--- src/rtl/alu_exec_stage.sv ---
// Two-stage execute/writeback pipeline wrapped around an external combinational ALU.
// Operands come from a small register file with EX/WB forwarding; retired flags are kept as last/sticky.
module alu_exec_stage #(
  parameter int BITS  = 8,
  parameter int REGS  = 4,
  parameter int RADDR = 2
) (
  input  logic             clk,
  input  logic             rst,
  input  logic             in_valid,
  output logic             in_ready,
  input  logic [BITS-1:0]  in_op,
  input  logic [RADDR-1:0] in_rd,
  input  logic [RADDR-1:0] in_ra,
  input  logic [RADDR-1:0] in_rb,
  input  logic [BITS-1:0]  in_imm,
  input  logic             in_use_imm,
  output logic [BITS-1:0]  alu_a,
  output logic [BITS-1:0]  alu_b,
  output logic [BITS-1:0]  alu_op,
  input  logic [BITS-1:0]  alu_z,
  input  logic [7:0]       alu_flags,
  output logic             wb_valid,
  input  logic             wb_ready,
  output logic [RADDR-1:0] wb_rd,
  output logic [BITS-1:0]  wb_data,
  output logic             wb_we,
  output logic [7:0]       flags_last,
  output logic [7:0]       flags_sticky,
  input  logic             flags_clr
);

  // overflow, underflow, div-by-0 and unknown-op accumulate; the rest are per-instruction only
  localparam logic [7:0] STICKY_MASK = 8'b0011_0011;

  function automatic logic dest_writes(input logic [7:0] op, input logic [RADDR-1:0] rd);
    logic impl;
    case (op[4:0])
      5'd0, 5'd1, 5'd2, 5'd3, 5'd5, 5'd6, 5'd7, 5'd8,
      5'd9, 5'd10, 5'd11, 5'd13, 5'd14: impl = 1'b1;
      5'd4: begin
        case (op[7:5])
          3'b000, 3'b011, 3'b111: impl = 1'b0;
          default:                impl = 1'b1;
        endcase
      end
      default: impl = 1'b0;
    endcase
    return impl & (rd != {RADDR{1'b0}});
  endfunction

  function automatic logic [BITS-1:0] read_operand(
    input logic [RADDR-1:0] idx,
    input logic [BITS-1:0]  rf_val,
    input logic             ex_en,
    input logic [RADDR-1:0] ex_rd,
    input logic [BITS-1:0]  ex_val,
    input logic             wb_en,
    input logic [RADDR-1:0] wb_rd_i,
    input logic [BITS-1:0]  wb_val
  );
    logic [BITS-1:0] val;
    if (idx == {RADDR{1'b0}}) begin
      val = {BITS{1'b0}};
    end else if (ex_en && (ex_rd == idx)) begin
      val = ex_val;
    end else if (wb_en && (wb_rd_i == idx)) begin
      val = wb_val;
    end else begin
      val = rf_val;
    end
    return val;
  endfunction

  logic [BITS-1:0]  rf_r [REGS];

  logic             ex_valid_r;
  logic             ex_we_r;
  logic [BITS-1:0]  ex_op_r;
  logic [RADDR-1:0] ex_rd_r;
  logic [BITS-1:0]  ex_a_r;
  logic [BITS-1:0]  ex_b_r;

  logic             wb_valid_r;
  logic             wb_we_r;
  logic [RADDR-1:0] wb_rd_r;
  logic [BITS-1:0]  wb_data_r;
  logic [7:0]       wb_flags_r;

  logic [7:0]       flags_last_r;
  logic [7:0]       flags_sticky_r;

  logic             wb_fire_s;
  logic             ex_adv_s;
  logic             in_ready_s;
  logic             accept_s;
  logic [BITS-1:0]  opnd_a_s;
  logic [BITS-1:0]  opnd_b_s;
  logic             in_we_s;

  // Pipeline advance handshake.
  always_comb begin
    wb_fire_s  = wb_valid_r & wb_ready;
    ex_adv_s   = ex_valid_r & (~wb_valid_r | wb_ready);
    in_ready_s = ~ex_valid_r | ex_adv_s;
    accept_s   = in_valid & in_ready_s;
  end

  // Operand selection at accept; the in-flight EX result beats the WB result.
  always_comb begin
    opnd_a_s = read_operand(in_ra, rf_r[in_ra], ex_valid_r & ex_we_r, ex_rd_r, alu_z,
                            wb_valid_r & wb_we_r, wb_rd_r, wb_data_r);
    if (in_use_imm) begin
      opnd_b_s = in_imm;
    end else begin
      opnd_b_s = read_operand(in_rb, rf_r[in_rb], ex_valid_r & ex_we_r, ex_rd_r, alu_z,
                              wb_valid_r & wb_we_r, wb_rd_r, wb_data_r);
    end
    in_we_s = dest_writes(in_op[7:0], in_rd);
  end

  // EX register: loads on accept, empties when its instruction moves on with nothing behind it.
  always_ff @(posedge clk) begin
    if (rst) begin
      ex_valid_r <= 1'b0;
      ex_we_r    <= 1'b0;
      ex_op_r    <= {BITS{1'b0}};
      ex_rd_r    <= {RADDR{1'b0}};
      ex_a_r     <= {BITS{1'b0}};
      ex_b_r     <= {BITS{1'b0}};
    end else if (accept_s) begin
      ex_valid_r <= 1'b1;
      ex_we_r    <= in_we_s;
      ex_op_r    <= in_op;
      ex_rd_r    <= in_rd;
      ex_a_r     <= opnd_a_s;
      ex_b_r     <= opnd_b_s;
    end else if (ex_adv_s) begin
      ex_valid_r <= 1'b0;
    end
  end

  // WB register: captures the ALU result on advance, holds while the consumer stalls.
  always_ff @(posedge clk) begin
    if (rst) begin
      wb_valid_r <= 1'b0;
      wb_we_r    <= 1'b0;
      wb_rd_r    <= {RADDR{1'b0}};
      wb_data_r  <= {BITS{1'b0}};
      wb_flags_r <= 8'h00;
    end else if (ex_adv_s) begin
      wb_valid_r <= 1'b1;
      wb_we_r    <= ex_we_r;
      wb_rd_r    <= ex_rd_r;
      wb_data_r  <= alu_z;
      wb_flags_r <= alu_flags;
    end else if (wb_fire_s) begin
      wb_valid_r <= 1'b0;
    end
  end

  // Register file write port.
  always_ff @(posedge clk) begin
    if (rst) begin
      for (int i = 0; i < REGS; i++) begin
        rf_r[i] <= {BITS{1'b0}};
      end
    end else if (wb_fire_s && wb_we_r) begin
      rf_r[wb_rd_r] <= wb_data_r;
    end
  end

  // Flag tracking: a retire that coincides with a clear still sets its sticky bits.
  always_ff @(posedge clk) begin
    if (rst) begin
      flags_last_r   <= 8'h00;
      flags_sticky_r <= 8'h00;
    end else if (wb_fire_s) begin
      flags_last_r   <= wb_flags_r;
      flags_sticky_r <= (flags_sticky_r & ~{8{flags_clr}}) | (wb_flags_r & STICKY_MASK);
    end else if (flags_clr) begin
      flags_sticky_r <= 8'h00;
    end
  end

  assign in_ready     = in_ready_s;
  assign alu_a        = ex_a_r;
  assign alu_b        = ex_b_r;
  assign alu_op       = ex_op_r;
  assign wb_valid     = wb_valid_r;
  assign wb_rd        = wb_rd_r;
  assign wb_data      = wb_data_r;
  assign wb_we        = wb_we_r;
  assign flags_last   = flags_last_r;
  assign flags_sticky = flags_sticky_r;

endmodule

--- config.mk ---
export PLATFORM = sky130hd
export DESIGN_NAME = alu_exec_stage
export DESIGN_NICKNAME = d
export VERILOG_FILES = /design/src/rtl/alu_exec_stage.sv
export SDC_FILE = /design/constraint.sdc
export NUM_CORES = 1
export LEC_CHECK = 0
export BUFFER_PORTS_ARGS = -buffer_cell sky130_fd_sc_hd__buf_2
export CELL_PAD_IN_SITES_DETAIL_PLACEMENT = 0
export CELL_PAD_IN_SITES_GLOBAL_PLACEMENT = 1
export CORE_ASPECT_RATIO = 0.6
export CORE_MARGIN = 2
export CORE_UTILIZATION = 37
export DETAILED_ROUTE_END_ITERATION = 16
export PLACE_DENSITY = 0.72
export SETUP_SLACK_MARGIN = 0.05
export SYNTH_ARGS = -nofsm -noshare
export SYNTH_HDL_FRONTEND = slang
export SYNTH_SLANG_ARGS = --single-unit
--- constraint.sdc ---
create_clock -name clk -period 4.65 [get_ports clk]
set_clock_uncertainty 0.2 [all_clocks]
set_input_delay 0.6975 -clock clk [delete_from_list [all_inputs] [get_ports clk]]
set_output_delay 0.6975 -clock clk [all_outputs]
set_load 0.05 [all_outputs]
Word level (Yosys, flattened, before mapping):

Memories as Yosys holds them, arrays and structs flattened.
Index checks and enable logic that the tools add are counted.

* reduce and logical (&&, ||, !) cells: 16
* bitwise logic cells: 13
* order comparisons: 0
* multiplexer cells: 23
* add/subtract/negate cells: 0
* div/mod/pow operators: 0
* shifts and indexed selects: 0
* equality and inequality tests: 19
* multipliers: 0

Operator list (number)
* 8-bit 2-to-1 mux: 10
* 5-bit by 4-bit equality test with 1-bit output (second input constant): 6
* 5-bit by 3-bit equality test with 1-bit output (second input constant): 4
* 13-bit OR reduction: 1
* 1-bit 2-to-1 mux: 11
* 5-bit by 2-bit equality test with 1-bit output (second input constant): 2
* 8-bit bitwise AND: 1
* 2-bit equality test: 4
* 8-bit inverter: 1
* 8-bit by 6-bit OR with 8-bit output: 1
* 2-bit nonzero test: 4
* 8-bit OR reduction: 1
* 1-bit bitwise AND: 6
* 5-bit by 1-bit equality test with 1-bit output (second input constant): 1
* 1-bit logical AND: 5
* 5-bit zero test: 1
* 2-bit zero test: 2
* 3-bit by 2-bit equality test with 1-bit output (second input constant): 1
* 3-bit equality test (second input constant): 1
* 3-bit zero test: 1
* 3-bit OR reduction: 1
* 2-bit 2-to-1 mux: 1
* 1-bit inverter: 2
* 1-bit OR: 2
* 1-bit case mux with 2 select lines: 1

* memories: 1
* output and inout bits: 53
* RAM bits: 32
* bits in registers: 64
* input bits: 44
* logic and storage cells: 85
* ROM bits: 0
* latch bits: 0

Memory list
* rf_r: depth 4, width 8, rd ports 2, clocked after Yosys merged registers in 0, write ports 4, RTL line 75 `logic [BITS-1:0] rf_r [REGS];`

Longest topological paths before layout:

* depth in word-level cells: 7
* gate-level depth with buffers: 7
* depth with buffers taken out: 5

Worst setup path before layout:

OpenSTA, ideal clock, no wires.

* kind: reg-to-reg
* start point: register wb_valid_r (netlist: wb_valid)
* end point: memory rf_r[0][0], enable pin
* data required time: 4.140 ns
* buffers on the path: 1
* period minus slack after synthesis: 2.556 ns
* cell stages (with the launch flop): 6
* setup time: 0.310 ns
* arrival: 2.046 ns
* path slack: 2.094 ns
* cells stage by stage: dfxtp_1 > nand2_1 > nor3b_1 > clkbuf_1 > nor3b_1 > or2_2

RTL lines
* start, declared: RTL line 84 `logic wb_valid_r;`
* start signal, assigned: RTL line 146 `wb_valid_r <= 1'b0;`
* start signal, assigned: RTL line 152 `wb_valid_r <= 1'b1;`
* start signal, assigned: RTL line 158 `wb_valid_r <= 1'b0;`
* end, declared: RTL line 75

==> flow_metrics.tcl <==
set metrics [dict create \
    portBuffers 96 \
    max_freq_ghz 0.305 \
    max_stage_delay_ns 1.13 \
    use_met2 0.277 \
    vias_per_cell 5.18 \
    grt.overflow.total 0 \
    status "completed" \
    rsz0062_at_grt "no" \
    top_usage_layer "met1" \
    drt_wl_total_mm 12.7 \
    hold_buffers 0 \
    root_buffer "clkbuf_16" \
    synth_edf_count 32 \
    worst-setup-path-type "flip-flop to flip-flop" \
    area_growth_pct 20.9 \
    crit_required_ns 4.49 \
    synth_area_per_cell_um2 10.3 \
    max_cap_viol_count 0 \
    yosysUniqueCellTypes 32 \
    p_leak_uw 0.00210 \
    diodes 0 \
    min_period_ns 3.28 \
    gp_congestion 0.927 \
    dp_hpwl_mm 9.27 \
    cp-start-kind "flip-flop" \
    yosysWarnings 0 \
    powerDensity_mw_per_mm2 371 \
    synthCells 420 \
    die_x_um 144 \
    grt_max_degree 60 \
    clock_sinks 96 \
    postCtsSetupBuffers 0 \
    synthFlopType "dfxtp_1" \
    ioPinCount 97 \
    min_path_type "flip-flop to flip-flop" \
    worstMarginPinSlew_ns 1.40 \
    end_kind "flip-flop" \
    clock_latency_ns 0.35 \
    cts_resized 0 \
    drive_gt1_frac 0.281 \
    critPathTopFamily "simple AND/OR/NAND/NOR gates" \
    drv_slew 0 \
    cp_slowest_cell "nor3b_1" \
    core-area_mm2 0.0114 \
    cts_made_buffers 9 \
    num_rows 30 \
    ir_worst_vdd_v 0.000207 \
    die_y_um 87.8 \
    vias 3463 \
    grt_use_met3 0.0645 \
    dieArea_mm2 0.0126 \
    relSlewSlack 0.0651 \
    crit_path_max_fanout 11 \
    postPlaceCellArea_mm2 0.00492 \
    grt_usage 0.203 \
    clockBufferDepth 2 \
    stdcell_area_mm2 0.00524 \
    grt_use_met1 0.311 \
    nets 548 \
    grt_pass1_vias 3154 \
    initial_core_util 0.381 \
    ys_seq_area_frac 0.518 \
    fin_crit_sh 0.705 \
    htree_levels 3 \
    antenna_found_initial 0 \
    clkTransAtPathRegs_ns 0.07 \
    cts_tree "built" \
    crit_top_cell "nor3b_1" \
    dr.pass1.iters 5 \
    async_flop_share 0 \
    setup_viol_count_final 0 \
    syn_area_mm2 0.00433 \
    wl_per_cell_um 19.0 \
    fin_setup_tns_ns 0 \
    cp_num_buf_inv 0 \
    synth.ff_latch_count 96 \
    first_iter_violations 287 \
    synth_nets 464 \
    drc 0 \
    cp.arrival_ns 3.11 \
    hold_viol 0 \
    antenna_left 0 \
    cp_cell_sequence "nand2_1, nor3b_1, nor3b_1, or2_2" \
    grt_pass1_wl_mm 18.8 \
]
-- cells by family after synthesis --
| group | synth area share |
|---|---|
| AO/OA/AOI/OAI | 0.134 |
| buffers and inverters | 0.0277 |
| flip-flops | 0.518 |
| multiplexers | 0.120 |
| XOR/XNOR | 0.0182 |
| AND/OR/NAND/NOR | 0.182 |
-- routing by layer --
layer  vias up  part of all wire
met1      1659              0.49
met2       147              0.41
met3        13             0.092
li1       1644                 -
met5         -                 0
met4         0            0.0088
-- worst reg2reg max path: stages, from the launching register on --
cell,delay [ns]
dfxtp_1,0.39
nand2_1,0.16
nor3b_1,1.13
nor3b_1,0.75
or2_2,0.35
-- final timing paths --
kind	startpoint	to	slack [ns]	cells after the start
worst max-delay path	wb_we	rf_r[0][2]	1.37	4
worst min-delay path	alu_op[1]	alu_op[1]	0.25	2
worst max register to register	wb_we	rf_r[0][2]	1.37	4
worst min register to register	alu_op[1]	alu_op[1]	0.25	2
-- layout make-up --
type / instances / area (µm²)
multi-input cells: 297 / 1970
clock inverters: 3 / 25.0
inverters: 1 / 3.75
repair buffers: 99 / 503
clock buffers: 13 / 293
well taps: 160 / 200
fillers: 1113 / 6140
flip-flops and latches: 96 / 2240
-- cells in the mapped netlist (all sizes together), types with 8 or more instances --
master  instances  share of area
nand2          80          0.069
a22o            8          0.016
edfxtp         32           0.22
and2           37          0.053
dfxtp          64           0.30
a211o           8          0.016
nor2           30          0.026
a211oi          8          0.023
buf            13          0.016
mux2i          16          0.037
a21oi          61          0.070
clkbuf         13          0.011
mux4           16          0.083
-- power breakdown --
part	leakage (µW)	internal, µW	switching [µW]
Combinational	0.00110	78.8	164
Sequential	0.000853	897	29.1
Clock	0.000153	447	328
-- per-stage QoR --
step / worst slack [ns] / std cells / util / hold slack, ns / power, µW
6_report: 1.37 / 669 / 0.460 / 0.252 / 1940
5_1_grt: 1.29 / 669 / 0.460 / 0.269 / 2010
4_1_cts: 1.51 / 669 / 0.460 / 0.256 / 1960
3_5_place_dp: 1.34 / 653 / 0.432 / 0.242 / 1190
3_3_place_gp: 1.53 / 653 / 0.432 / 0.238 / 1180
2_1_floorplan: 2.09 / 420 / - / 0.232 / 1100
-- placed cells by master, fill, tap and decap left out, types with 3 or more instances in the layout --
master     netlist  routed
mux2i_1         16      16
buf_4            1       3
xnor2_1          5       5
nand2_1         80      80
edfxtp_1        32      32
clkbuf_16        0      11
nand2b_1         5       5
xor2_1           4       4
buf_2            6      96
and2_1          37      37
nor2_1          30      30
a211oi_2         8       8
a211o_1          8       8
dfxtp_1         64      64
or2_2            3       3
a21oi_1         61      61
mux4_2          16      16
a22o_1           8       8
-- registers in the layout, summed over array words and instances, names as in the netlist --
| signal | flops |
|---|---|
| rf_r | 32 |
| wb_we | 1 |
| wb_flags_r | 8 |
| alu_b | 8 |
| flags_sticky | 8 |
| ex_valid_r | 1 |
| ex_rd_r | 2 |
| alu_a | 8 |
| ex_we_r | 1 |
| flags_last | 8 |
| alu_op | 8 |
| wb_data | 8 |
| wb_rd | 2 |
| wb_valid | 1 |
(Power assumes the default switching activity.)
